<file path="src/rtl/apx_mon_pkg.sv">
// Shared constants and helpers for the approximate-adder error monitor.
// Optional feature macro: APXMON_BITFLIP_EN (per-output-bit flip counters).
package apx_mon_pkg;

   localparam logic [1:0] ST_IDLE  = 2'd0;
   localparam logic [1:0] ST_RUN   = 2'd1;
   localparam logic [1:0] ST_DRAIN = 2'd2;
   localparam logic [1:0] ST_DONE  = 2'd3;

   function automatic int unsigned vec_w(input int unsigned in_w);
      return 2 * in_w;
   endfunction

   function automatic int unsigned sum_w(input int unsigned in_w, input int unsigned out_w);
      return out_w + 2 * in_w;
   endfunction

   function automatic int unsigned cnt_w(input int unsigned in_w);
      return 2 * in_w + 1;
   endfunction

   // Exact a + b for a stimulus vector packed as {b, a}, each in_w bits wide.
   function automatic logic [31:0] exact_sum(input logic [31:0] vec, input int unsigned in_w);
      logic [31:0] mask;
      mask = (32'd1 << in_w) - 32'd1;
      return (vec & mask) + ((vec >> in_w) & mask);
   endfunction

endpackage

</file>
<file path="src/rtl/apx_mon_delay.sv">
// Valid + data shift line of DEPTH registers, used to align stimulus with AUT output.
// Optional feature macro: APXMON_BITFLIP_EN (not used in this file).
module apx_mon_delay #(
   parameter int unsigned DEPTH = 1,
   parameter int unsigned W     = 4
) (
   input  logic         clk,
   input  logic         rst_n,
   input  logic         in_valid,
   input  logic [W-1:0] in_data,
   output logic         out_valid,
   output logic [W-1:0] out_data
);

   logic [DEPTH-1:0]         vld;
   logic [DEPTH-1:0][W-1:0]  dat;

   always_ff @(posedge clk or negedge rst_n) begin
      if (!rst_n) begin
         vld <= '0;
         dat <= '0;
      end else begin
         vld[0] <= in_valid;
         dat[0] <= in_data;
         for (int unsigned i = 1; i < DEPTH; i++) begin
            vld[i] <= vld[i-1];
            dat[i] <= dat[i-1];
         end
      end
   end

   assign out_valid = vld[DEPTH-1];
   assign out_data  = dat[DEPTH-1];

endmodule

</file>
<file path="src/rtl/apx_adder_err_monitor.sv">
// Exhaustive sweep driver and error-metric accumulator for an approximate adder under test.
// Optional feature macro: APXMON_BITFLIP_EN adds bit_flip_cnt (one flip counter per output bit).
module apx_adder_err_monitor
   import apx_mon_pkg::*;
#(
   parameter int unsigned IN_W    = 2,
   parameter int unsigned OUT_W   = IN_W + 1,
   parameter int unsigned ET      = 5,
   parameter int unsigned DUT_LAT = 0
) (
   input  logic                            clk,
   input  logic                            rst_n,
   input  logic                            start,
   output logic [vec_w(IN_W)-1:0]          dut_in,
   input  logic [OUT_W-1:0]                dut_out,
   output logic                            busy,
   output logic                            done,
   output logic                            pass,
   output logic [OUT_W-1:0]                max_err,
   output logic [sum_w(IN_W, OUT_W)-1:0]   err_sum,
   output logic [cnt_w(IN_W)-1:0]          viol_cnt,
   output logic [vec_w(IN_W)-1:0]          first_viol_vec,
   output logic                            first_viol_valid
`ifdef APXMON_BITFLIP_EN
   ,
   output logic [OUT_W*cnt_w(IN_W)-1:0]    bit_flip_cnt
`endif
);

   localparam int unsigned VW = vec_w(IN_W);
   localparam int unsigned SW = sum_w(IN_W, OUT_W);
   localparam int unsigned CW = cnt_w(IN_W);
   localparam logic [VW-1:0]    LAST_VEC = '1;
   localparam logic [OUT_W-1:0] ET_V     = OUT_W'(ET);

   logic [1:0]              state;
   logic [31:0]             drain_cnt;
   logic                    run_v;
   logic                    d_valid;
   logic [VW-1:0]           d_vec;
   logic [OUT_W-1:0]        dout_q;
   logic [OUT_W-1:0]        exact;
   logic signed [OUT_W:0]   diff;
   logic [OUT_W-1:0]        err;
   logic                    viol;
   logic [CW-1:0]           viol_nxt;
   logic                    accept;

   assign run_v  = (state == ST_RUN);
   assign busy   = (state == ST_RUN) || (state == ST_DRAIN);
   assign done   = (state == ST_DONE);
   assign accept = (state == ST_IDLE) && start;

   apx_mon_delay #(.DEPTH(DUT_LAT + 1), .W(VW)) u_dly (
      .clk       (clk),
      .rst_n     (rst_n),
      .in_valid  (run_v),
      .in_data   (dut_in),
      .out_valid (d_valid),
      .out_data  (d_vec)
   );

   // Captured on the same edge as the last delay stage, so dout_q pairs with d_vec.
   always_ff @(posedge clk or negedge rst_n) begin
      if (!rst_n) dout_q <= '0;
      else        dout_q <= dut_out;
   end

   always_comb begin
      exact    = OUT_W'(exact_sum(32'(d_vec), IN_W));
      diff     = $signed({1'b0, dout_q}) - $signed({1'b0, exact});
      err      = diff[OUT_W] ? OUT_W'(-diff) : diff[OUT_W-1:0];
      viol     = (err > ET_V);
      viol_nxt = viol_cnt + CW'(d_valid && viol);
   end

   always_ff @(posedge clk or negedge rst_n) begin
      if (!rst_n) begin
         state     <= ST_IDLE;
         dut_in    <= '0;
         drain_cnt <= '0;
         pass      <= 1'b0;
      end else begin
         case (state)
            ST_IDLE: begin
               if (start) begin
                  state  <= ST_RUN;
                  dut_in <= '0;
                  pass   <= 1'b0;
               end
            end
            ST_RUN: begin
               if (dut_in == LAST_VEC) begin
                  state     <= ST_DRAIN;
                  drain_cnt <= '0;
               end else begin
                  dut_in <= dut_in + 1'b1;
               end
            end
            ST_DRAIN: begin
               // The final accumulation lands on this same edge, hence viol_nxt.
               if (drain_cnt == DUT_LAT) begin
                  state <= ST_DONE;
                  pass  <= (viol_nxt == '0);
               end else begin
                  drain_cnt <= drain_cnt + 32'd1;
               end
            end
            ST_DONE: state <= ST_IDLE;
            default: state <= ST_IDLE;
         endcase
      end
   end

   always_ff @(posedge clk or negedge rst_n) begin
      if (!rst_n) begin
         max_err          <= '0;
         err_sum          <= '0;
         viol_cnt         <= '0;
         first_viol_vec   <= '0;
         first_viol_valid <= 1'b0;
      end else if (accept) begin
         max_err          <= '0;
         err_sum          <= '0;
         viol_cnt         <= '0;
         first_viol_vec   <= '0;
         first_viol_valid <= 1'b0;
      end else if (d_valid) begin
         if (err > max_err) max_err <= err;
         err_sum  <= err_sum + SW'(err);
         viol_cnt <= viol_nxt;
         if (viol && !first_viol_valid) begin
            first_viol_vec   <= d_vec;
            first_viol_valid <= 1'b1;
         end
      end
   end

`ifdef APXMON_BITFLIP_EN
   logic [OUT_W-1:0][CW-1:0] flip_cnt;

   always_ff @(posedge clk or negedge rst_n) begin
      if (!rst_n) begin
         flip_cnt <= '0;
      end else if (accept) begin
         flip_cnt <= '0;
      end else if (d_valid) begin
         for (int unsigned i = 0; i < OUT_W; i++) begin
            if (dout_q[i] != exact[i]) flip_cnt[i] <= flip_cnt[i] + 1'b1;
         end
      end
   end

   assign bit_flip_cnt = flip_cnt;
`endif

endmodule

</file>
<file path="config.mk">
export PLATFORM = sky130hd
export DESIGN_NAME = apx_adder_err_monitor
export DESIGN_NICKNAME = d
export VERILOG_FILES = /design/src/rtl/apx_mon_pkg.sv /design/src/rtl/apx_mon_delay.sv /design/src/rtl/apx_adder_err_monitor.sv
export SDC_FILE = /design/constraint.sdc
export NUM_CORES = 1
export LEC_CHECK = 0
export CAP_MARGIN = 10
export CORE_MARGIN = 2
export CORE_UTILIZATION = 45
export CTS_CLUSTER_SIZE = 14
export DETAILED_ROUTE_END_ITERATION = 7
export SYNTH_ARGS = -nofsm -noshare
export SYNTH_HDL_FRONTEND = slang
export SYNTH_SLANG_ARGS = --single-unit
</file>
<file path="constraint.sdc">
create_clock -name clk -period 3.6 [get_ports clk]
set_input_delay 0.72 -clock clk [delete_from_list [all_inputs] [get_ports clk]]
set_output_delay 0.72 -clock clk [all_outputs]
set_load 0.05 [all_outputs]
</file>
### Word level (Yosys, flattened, before mapping)

Index checks and enable logic that the tools add are counted.

* output and inout bits: 27
* input port bits: 6
* logic and storage cells: 77
* flip-flop bits (word level): 67

* reductions and logical operators: 20
* eq/ne operators: 9
* muxes and demuxes: 27
* add/subtract/negate cells: 7
* magnitude comparators: 2

Operators by type and width (number)
* $mux W32: 2
* $pmux W32 S2: 1
* $add A32 B1 Y32 const B: 1
* $logic_not A32 Y1: 1
* $mux W4: 5
* $mux W7: 2
* $mux W3: 4
* $reduce_and A3 Y1: 4
* $reduce_bool A2 Y1: 6
* $mux W5: 2
* $ne A2 B2 Y1 const B: 4
* $pmux W2 S4: 1
* $pmux W4 S2: 1
* $add A7 B3 Y7: 1
* $mux W2: 3
* $add A5 B1 Y5: 1
* $logic_not A5 Y1: 1
* $mux W1: 5
* $add A4 B1 Y4 const B: 1
* $eq A2 B2 Y1 const B: 2
* $eq A4 B4 Y1 const B: 1
* $reduce_and A2 Y1: 2
* $sub A3 B3 Y4: 1
* $add A2 B2 Y3: 1
* 10 further kinds: 12

### Longest topological paths before layout

Gate-level depths: netlist of run 1.

* depth in word-level cells: 10
* mapped depth: 16
* mapped depth without buffers: 16

### By module

Synthesis of run 1 repeated with hierarchy kept, for this count alone.

* cells, all modules: 387
* area total of the unflattened synthesis: 3791.1 µm²

Modules (own cells, without submodules)
* apx_adder_err_monitor: area an instance 3666.0 µm², seq. area each 1551.5 µm², instances 1, cells an instance 382
* apx_mon_delay: area an instance 125.1 µm², seq. area each 125.1 µm², instances 1, cells an instance 5

### Worst setup path before layout of run 1

OpenSTA, ideal clock, no wires.

* path kind: register to register
* start point: reg u_dly.dat (netlist bit u_dly.out_data[0])
* end point: reg pass
* data arrival time: 3191 ps
* path buffers: 0
* data required time: 3513 ps
* slack: 323 ps
* setup time: 87 ps
* stages on the path, launching flop included: 16
* clock period less this slack: 3277 ps
* cells stage by stage: dfrtp_1 > inv_1 > fa_1 > ha_1 > xor2_1 > inv_1 > ha_1 > xnor3_1 > nand4_1 > nand2_1 > and2_1 > ha_1 > ha_1 > o41ai_1 > o2111ai_1 > o211ai_1

* cells in the longest elaborated chain, start to end: 10

RTL lines
* start, declared: RTL line apx_mon_delay.sv:16 `logic [DEPTH-1:0][W-1:0] dat;`
* start signal, assigned by index: RTL line apx_mon_delay.sv:27 `dat[i] <= dat[i-1];`
* $add A2 B2 Y3 *: RTL line apx_mon_pkg.sv:26 `return (vec & mask) + ((vec >> in_w) & mask);`
* $sub A3 B3 Y4 *: RTL line apx_adder_err_monitor.sv:71 `diff = $signed({1'b0, dout_q}) - $signed({1'b0, exact});`
* $neg A3 Y3: RTL line apx_adder_err_monitor.sv:72 `err = diff[OUT_W] ? OUT_W'(-diff) : diff[OUT_W-1:0];`
* $mux W3 *: RTL line apx_adder_err_monitor.sv:72
* $gt A3 B3 Y1 *: RTL line apx_adder_err_monitor.sv:73 `viol = (err > ET_V);`
* $logic_and A1 B1 Y1 *: RTL line apx_adder_err_monitor.sv:74 `viol_nxt = viol_cnt + CW'(d_valid && viol);`
* $add A5 B1 Y5 *: RTL line apx_adder_err_monitor.sv:74
* $logic_not A5 Y1 *: RTL line apx_adder_err_monitor.sv:104 `pass <= (viol_nxt == '0);`
* $mux W1 *: RTL line apx_adder_err_monitor.sv:102 `if (drain_cnt == DUT_LAT) begin`
* $pmux W1 S2 *: RTL line apx_adder_err_monitor.sv:84 `case (state)`
* end signal, assigned: RTL line apx_adder_err_monitor.sv:104
* end, declared: RTL line apx_adder_err_monitor.sv:18 `output logic pass,`

Mark *: on every way between the ends. The rest lies on a longest branch, timed or not. The select of a mux whose other input is x is not followed.
A chain may end at the register's enable or synchronous reset.

### Worst setup path in the final report of run 1

* start point: reg u_dly.dat (netlist bit u_dly.out_data[2])
* end point: reg pass

The elaborated chain is that of the path after synthesis.

==> results of run 1 <==
-- cell usage after synthesis (3+ instances only) --
cell / instances / area (um2)
o21ai_0: 13 / 65.1
nor3_1: 3 / 15.0
inv_1: 19 / 71.3
ha_1: 21 / 263
nor2b_1: 4 / 25.0
o211ai_1: 3 / 22.5
nor3b_1: 3 / 22.5
nor4_1: 6 / 37.5
o22ai_1: 4 / 25.0
a22oi_1: 3 / 22.5
nand2_1: 21 / 78.8
nand3_1: 15 / 75.1
buf_2: 7 / 35.0
a21oi_1: 15 / 75.1
xor2_1: 28 / 245
xnor2_1: 8 / 70.1
and3_1: 7 / 43.8
mux2i_1: 12 / 120
nor2_1: 52 / 195
and4_1: 8 / 70.1
dfrtp_1: 67 / 1680
clkbuf_1: 6 / 22.5
and2_1: 7 / 43.8
fa_1: 3 / 60.1
a211oi_1: 4 / 30.0
nand4_1: 16 / 100
-- layer usage --
layer	vias to the layer above	global-route usage, %
met2	55	28.4
met3	7	4.15
met5	-	0
li1	1395	-
met1	1317	27.0
met4	0	5.07
-- layout make-up --
cell class              instances  area (um2)
clock buffers                  14         163
clock inverters                 2        10.0
fillers                       717        3740
inverters                      19        71.3
multi-input cells             278        1960
flip-flops and latches         67        1680
well taps                     105         131
repair buffers                 39         380
-- worst min-delay path by stage --
stage / to / slack (ns) / cells after the start / start
after CTS: max_err[0]$_DFFE_PN0P_ / 0.47 / 1 / rst_n
after detailed placement: u_dly.out_data[1]$_DFF_PN0_ / 0.46 / 0 / dut_in[1]$_DFFE_PN0P_
final: max_err[0]$_DFFE_PN0P_ / 0.45 / 1 / rst_n
after global placement: u_dly.out_data[1]$_DFF_PN0_ / 0.46 / 0 / dut_in[1]$_DFFE_PN0P_
after floorplan: dout_q[0]$_DFF_PN0_ / 0.42 / 0 / rst_n
after global routing: max_err[0]$_DFFE_PN0P_ / 0.50 / 1 / rst_n
-- power by group through the flow --
| stage | combinational, W | clock [W] | sequential [W] |
|---|---|---|---|
| after floorplan | 0.00114 | 0 | 0.00135 |
| after detailed placement | 0.00194 | 0 | 0.00108 |
| final | 0.00198 | 0.000551 | 0.00106 |
| after global routing | 0.00221 | 0.000609 | 0.00109 |
| after global placement | 0.00190 | 0 | 0.00107 |
| after CTS | 0.00195 | 0.000576 | 0.00106 |
-- per-stage QoR --
stage | cell area [um2] | setup slack, ns | power (W)
global route | 4400 | 0.0145 | 0.00390
floorplan | 3720 | 0.323 | 0.00249
finish | 4400 | 0.200 | 0.00360
global placement | 4180 | 0.144 | 0.00298
detailed placement | 4180 | -0.0194 | 0.00302
CTS | 4360 | 0.0198 | 0.00359
-- critical path, stage by stage (launching register included) --
cell and delay (ns):
dfrtp_1 0.34, inv_1 0.06, fa_1 0.53, ha_4 0.32, xor2_4 0.17, inv_2 0.06
ha_1 0.20, xnor3_1 0.33, nand4_1 0.11, nand2_1 0.08, and2_1 0.16, ha_2 0.19
and4_1 0.20, o211ai_1 0.20, o41ai_2 0.11, o2111ai_1 0.10, o211ai_1 0.11
-- cells by family after synthesis --
kind of cell	synth area share, %
AND/OR/NAND/NOR	21.0
flip-flops	45.0
AO/OA/AOI/OAI	8.90
XOR/XNOR	9.07
buffers and inverters	3.56
adder cells (fa/ha/maj)	8.67
multiplexers	3.83
-- sequential cells by signal (all words and copies together) (netlist names) --
register and count:
pass 1, viol_cnt 5, first_viol_vec 4, u_dly.out_valid 1, first_viol_valid 1, dout_q 3
dut_in 4, err_sum 7, max_err 3, u_dly.out_data 4, drain_cnt 32, state 2
-- what timing repair did --
action | in CTS | in global routing
resized for setup | 1 | 6
pin swaps | 0 | 4
endpoints found under the setup margin | 1 | 6
endpoints found under the hold margin | 0 | 0
-- layout by cell type, fill, tap and decap left out, drive strengths merged, types with 3 or more instances in the layout --
cell type and instances:
nor3 3, inv 19, xnor2 8, buf 8, and3 7, nor2 52
o211ai 3, nand2 22, nand3 16, a211oi 5, dfrtp 67, and4 8
nor2b 4, a21oi 15, ha 21, clkdlybuf4s50 31, nor3b 3, o22ai 4
a22oi 3, mux2i 12, and2 7, nor4 6, fa 3, nand4 16
xor2 28, clkbuf 14, o21ai 13
==> metrics.md, run 1 <==
| Metric | Value |
|---|---|
| CTS Buf Count | 9 |
| Yosys cell types | 45 |
| Root Driver | clkbuf_8 |
| Via count | 2774 |
| PwrDens | 818 nW/um2 |
| Row cnt | 33 |
| Buffer depth of the longest clock path | 2 |
| Setup TNS | 0 ns |
| Crit path DAT | 3.60 ns |
| Max Fanout on Critical Path | 4 |
| Leakage | 2.00 nW |
| Sw Ratio | 44.5% |
| Hold Worst Slack | between 0.4 and 0.5 ns |
| Final WL | about 7600 um |
| DIE HEIGHT | 95.0 um |
| Layout area overhead | 18.0% |
| Met3 routed WL | roughly 280 um |
| Ant. Diodes | 0 |
| Clock skew | roughly 0.0071 ns |
| HPWL Detailed | 5450 um |
| Clock Latency Late Sink | 0.33 ns |
| Post-synth ARST share | 100% |
| Placed Cells | slightly above 500 |
| Number of remaining DRC errors | 0 |
| Clock sinks | 67 |
| Clk pwr share | between 10% and 20% |
| Number of global-route vias before repair | 2788 |
| Syn nets | 408 |
| Max-cap viol count | 0 |
| RSZ-0062 raised after global routing | false |
| Crit end category | flop |
| R2R Setup Slk | 0.20 ns |
| Chip width | 95.0 um |
| Cells after Synth | 378 |
| Worst Setup SP | u_dly.out_data[2]$_DFF_PN0_ |
| Post-route insts no fill | between 500 and 600 |
| Met2 WL | 3340 um |
| Yosys reg bits | 67 |
| Routability cong. | 0.800 |
| Worst-path clk slew | 0.07 ns |
| Syn_area_per_cell | 9.85 um2 |
| Starting Density | 45.8% |
| Worst r2r src | u_dly.out_data[2]$_DFF_PN0_ |
| Synthesized cell area | between 3000 and 4000 um2 |
| Share of cells above drive strength 1 | 8.11% |
| Final worst path period share | 94.4% |
| VDD IR max | 0.000603 V |
| Relative slew slack | between 40% and 50% |
| Register share of total power | 29.6% |
| Slew @ Worst Pin | 0.762 ns |
| Antenna violations before repair | 0 |
| Final ANT Viol Nets | 0 |
| Postcts setup bufs | 0 |
| Core Area | 8130 um2 |
| Tmin final | 3.40 ns |
| Yosys warnings | 0 |
| Global route overflow | 0 |
| First-pass iteration count of the detailed router | 4 |
| Crit Path Class | reg -> reg |
| Number of enable flip-flop cells after synthesis | 0 |
| DIE AREA | ~9000 um2 |
| Sequential area share after synthesis | between 40% and 50% |
| NumNets Final | 444 |
| CP required | approximately 3.8 ns |
| Global router's overall resource usage | approximately a fifth |
| Reg2Reg Depth | 16 |
| H-Tree Depth | 3 |
| IO Port Bufs | 32 |
| Fmax | 294 MHz |
| Final setup vio count | 0 |
| DRT met1 WL | 3870 um |
| Max-slew violation count | 0 |
| Final core occ | between 50 and 60% |
| Top layer reached by signal wires | met4 |
| Post-CTS Hold Buffers | 0 |
| Largest net degree at the start of global routing | 35 |
| DR iter-0 viols | around 120 |
| Combinational Power Share | 55.1% |
| Routed WL per cell | between 10 and 15 um |
| First-pass GRT wire length | 13200 um |
| CTS tree | yes |
| Run status | complete, no violations |
| Final Hold Violating Endpoints | 0 |
| P_sw | approximately 0.0016 W |
| Top_reg_cell synth | dfrtp_1 |
| CP Launch Type | flop |
| Pint | 0.00199 W |
| I/O Pins | 33 |
| Via/cell ratio | about 5.3 |
| Critical Path End | pass$_DFFE_PN0P_ |
| Hold Path Class | in -> async |
| Worst reg2reg endpoint | pass$_DFFE_PN0P_ |
Power figures use the tool's default switching activity.
==> inputs of run 2 (changes only) <==
--- a/config.mk
+++ b/config.mk
@@ -7,9 +7,10 @@
 export LEC_CHECK = 0
 export CAP_MARGIN = 10
 export CORE_MARGIN = 2
-export CORE_UTILIZATION = 45
+export CORE_UTILIZATION = 58
 export CTS_CLUSTER_SIZE = 14
 export DETAILED_ROUTE_END_ITERATION = 7
+export PLACE_DENSITY = 0.8
 export SYNTH_ARGS = -nofsm -noshare
 export SYNTH_HDL_FRONTEND = slang
 export SYNTH_SLANG_ARGS = --single-unit
==> metrics.md, run 2 (synthesized netlist as in run 1, its figures left out) <==
| Metric | Value |
|---|---|
| CTS Buf Count | 9 (unchanged) |
| Most common cell after layout, fill and taps aside | dfrtp_1 |
| Max-cap viol count | 0 (unchanged) |
| DIE HEIGHT | 84.1 um (-11%) |
| Buffer depth of the longest clock path | 2 (unchanged) |
| Crit path max-delay cell type | fa_1 |
| DIE AREA | 7080 um2 (-22%) |
| Critical path's largest stage delay | 0.51 ns (-0.02 ns) |
| Leakage | 2.05 nW (+2.5%) |
| Chip width | 84.1 um (-11%) |
| Clock Latency Late Sink | 0.34 ns (about the same) |
| Via/cell ratio | 5.78 (+9.2%) |
| DR iter-0 viols | 168 (+44%) |
| Final WL | 7520 um (-0.69%) |
| Fin area | 4440 um2 (+1.0%) |
| Final worst path period share | 95.4% (+0.96 points) |
| Global router's overall resource usage | 22.6% (+3.9 points) |
| Number of global-route vias before repair | 2757 (-1.1%) |
| Combinational Power Share | 51.1% (-4.0 points) |
| Ant. Diodes | 0 (unchanged) |
| Via count | 2878 (+3.7%) |
| H-Tree Depth | 3 (unchanged) |
| Final setup vio count | 0 (unchanged) |
| PwrDens | 883 nW/um2 (+8.0%) |
| Worst slack at placement | 0.0659 ns (+0.0853 ns) |
| Antenna violations before repair | 0 (unchanged) |
| CTS tree | yes |
| HPWL Detailed | 5340 um (-2.0%) |
| Fillers | 450 (-37%) |
| Placed Instance Area | 4140 um2 (-0.96%) |
| Global route overflow | 0 (unchanged) |
| Final Hold Violating Endpoints | 0 (unchanged) |
| IO Port Bufs | 32 (unchanged) |
| Register share of total power | 27.1% (-2.5 points) |
| Clock sinks | 67 (unchanged) |
| Crit path max-delay family | adder cells |
| CP required | 3.86 ns (+0.06 ns) |
| Sw Ratio | 42.1% (-2.4 points) |
| Final worst setup slack | 0.166 ns (-0.0344 ns) |
| Routed WL per cell | 15.1 um (+4.5%) |
| Crit Path Class | reg -> reg |
| Slew @ Worst Pin | 0.996 ns (+0.234 ns) |
| Relative slew slack | 33.6% (-16 points) |
| First-pass iteration count of the detailed router | 4 (unchanged) |
| WP buf/inv | 2 (unchanged) |
| Crit path DAT | 3.70 ns (+0.10 ns) |
| Most frequent cells in the layout | 67 x dfrtp_1, 52 x nor2_1, 31 x clkdlybuf4s50_1 |
| Top reg by flops | drain_cnt |
| Clock skew | 0.00799 ns (+0.000926 ns) |
| Routability cong. | 0.887 (+11%) |
| Share of cells above drive strength 1 | 8.55% (+0.44 points) |
| Layout area overhead | 19.2% |
| Tmin final | 3.43 ns (+0.0344 ns) |
| Final ANT Viol Nets | 0 (unchanged) |
| Row cnt | 29 (-12%) |
| First-pass GRT wire length | 12800 um (-3.1%) |
| Hold Worst Slack | 0.471 ns (+0.0198 ns) |
| Core Area | 6280 um2 (-23%) |
| Largest registers | drain_cnt (32), err_sum (7), viol_cnt (5) |
| R2R Setup Slk | 0.17 ns (-0.03 ns) |
| Fmax | 291 MHz (-1.0%) |
| I/O Pins | 33 (unchanged) |
| Max FFs per register | 32 (unchanged) |
| Crit end category | flop |
| CP Launch Type | flop |
| Number of remaining DRC errors | 0 (unchanged) |
| Clk pwr share | 21.8% (+6.5 points) |
| Hold Path Class | reg -> reg |
| Critical-path cell list | inv_1 -> fa_1 -> ha_1 -> xor2_1 -> inv_1 -> ha_1 -> xnor3_1 -> nand4_1 -> nand2_1 -> and2_1 -> ha_2 -> ha_2 -> o41ai_2 -> o2111ai_1 -> o211ai_1 |
| Max Fanout on Critical Path | 4 (unchanged) |
| VDD IR max | 0.000797 V (+32%) |
| Post-CTS Hold Buffers | 0 (unchanged) |
| Max-slew violation count | 0 (unchanged) |
| Largest net degree at the start of global routing | 47 (+34%) |
| Worst-path clk slew | 0.07 ns (about the same) |
| Run status | complete, no violations |
| P_sw | 0.00165 W (+3.2%) |
| Starting Density | 59.3% (+14 points) |
| Pint | 0.00227 W (+14%) |
| Root Driver | clkbuf_8 |
| NumNets Final | 446 (+0.45%) |
==> run 2: cell types whose count changed in the layout (fill, tap and decap cells not counted), moves of 2 or more <==
| cell | before | now |
|---|---|---|
| clkbuf_1 | 3 | 1 |
| bufinv_16 | 0 | 4 |
| clkinv_2 | 2 | 0 |
| buf_4 | 6 | 9 |
==> run 2: worst paths after layout <==
kind	start	to	cells after the start
min in group asynchronous	rst_n	err_sum[1]$_DFFE_PN0P_	1
max in group asynchronous	rst_n	drain_cnt[19]$_DFFE_PN0P_	2
min reg2reg	dut_in[1]$_DFFE_PN0P_	u_dly.out_data[1]$_DFF_PN0_	0
min	dut_in[1]$_DFFE_PN0P_	u_dly.out_data[1]$_DFF_PN0_	0
max	u_dly.out_data[0]$_DFF_PN0_	pass$_DFFE_PN0P_	15
max reg2reg	u_dly.out_data[0]$_DFF_PN0_	pass$_DFFE_PN0P_	15
==> run 2: worst reg2reg max path: cells and delay by family, from the launching register on <==
| family | cells | cell delay [ns] |
|---|---|---|
| adders and majority gates | 5 | 1.44 |
| AOI/OAI and AO/OA | 3 | 0.54 |
| xor gates and xnor gates | 2 | 0.51 |
| and+or+nand+nor | 3 | 0.36 |
| DFF | 1 | 0.34 |
| buffers and inverters | 2 | 0.16 |
==> run 2: cell type report <==
class | count | area [um2] | area share [%]
Multi-Input combinational cell | 278 | 1940 | 43.6
Sequential cell | 67 | 1680 | 37.8
Timing Repair Buffer | 41 | 383 | 8.62
Clock buffer | 12 | 155 | 3.49
Clock inverter | 4 | 120 | 2.70
Tap cell | 77 | 96.3 | 2.17
Inverter | 19 | 71.3 | 1.61
==> run 2: layer usage <==
metal	track usage [%]	vias to the layer above	part of all wire [%]	wire length, um
met5	0	-	0	0
met4	8.06	0	1.2	91
met3	5.01	8	4.4	328
met2	34.8	75	48	3620
met1	31.8	1391	46	3480
li1	-	1404	-	-
==> run 2: stage by stage <==
stage	util, %	power [W]	setup TNS [ns]	instances
after global routing	70.7	0.00417	-0.0225	498
after CTS	70.3	0.00391	0	497
after detailed placement	66.0	0.00303	0	481
after global placement	66.0	0.00294	0	481
final	70.7	0.00392	0	498
after floorplan	-	0.00249	0	378
==> run 2: timing repair <==
item | 4_1_cts | 5_1_grt
resized for setup | 0 | 4
buffers inserted | 0 | 1
endpoints found under the hold margin | 0 | 0
setup endpoints to repair | 0 | 2
==> run 2: power groups by stage <==
stage,Combinational (W),Sequential [W],Clock (W)
after floorplan,0.00114,0.00135,0
after global placement,0.00188,0.00106,0
after detailed placement,0.00196,0.00107,0
after CTS,0.00199,0.00106,0.000865
after global routing,0.00219,0.00109,0.000899
final,0.00200,0.00106,0.000855
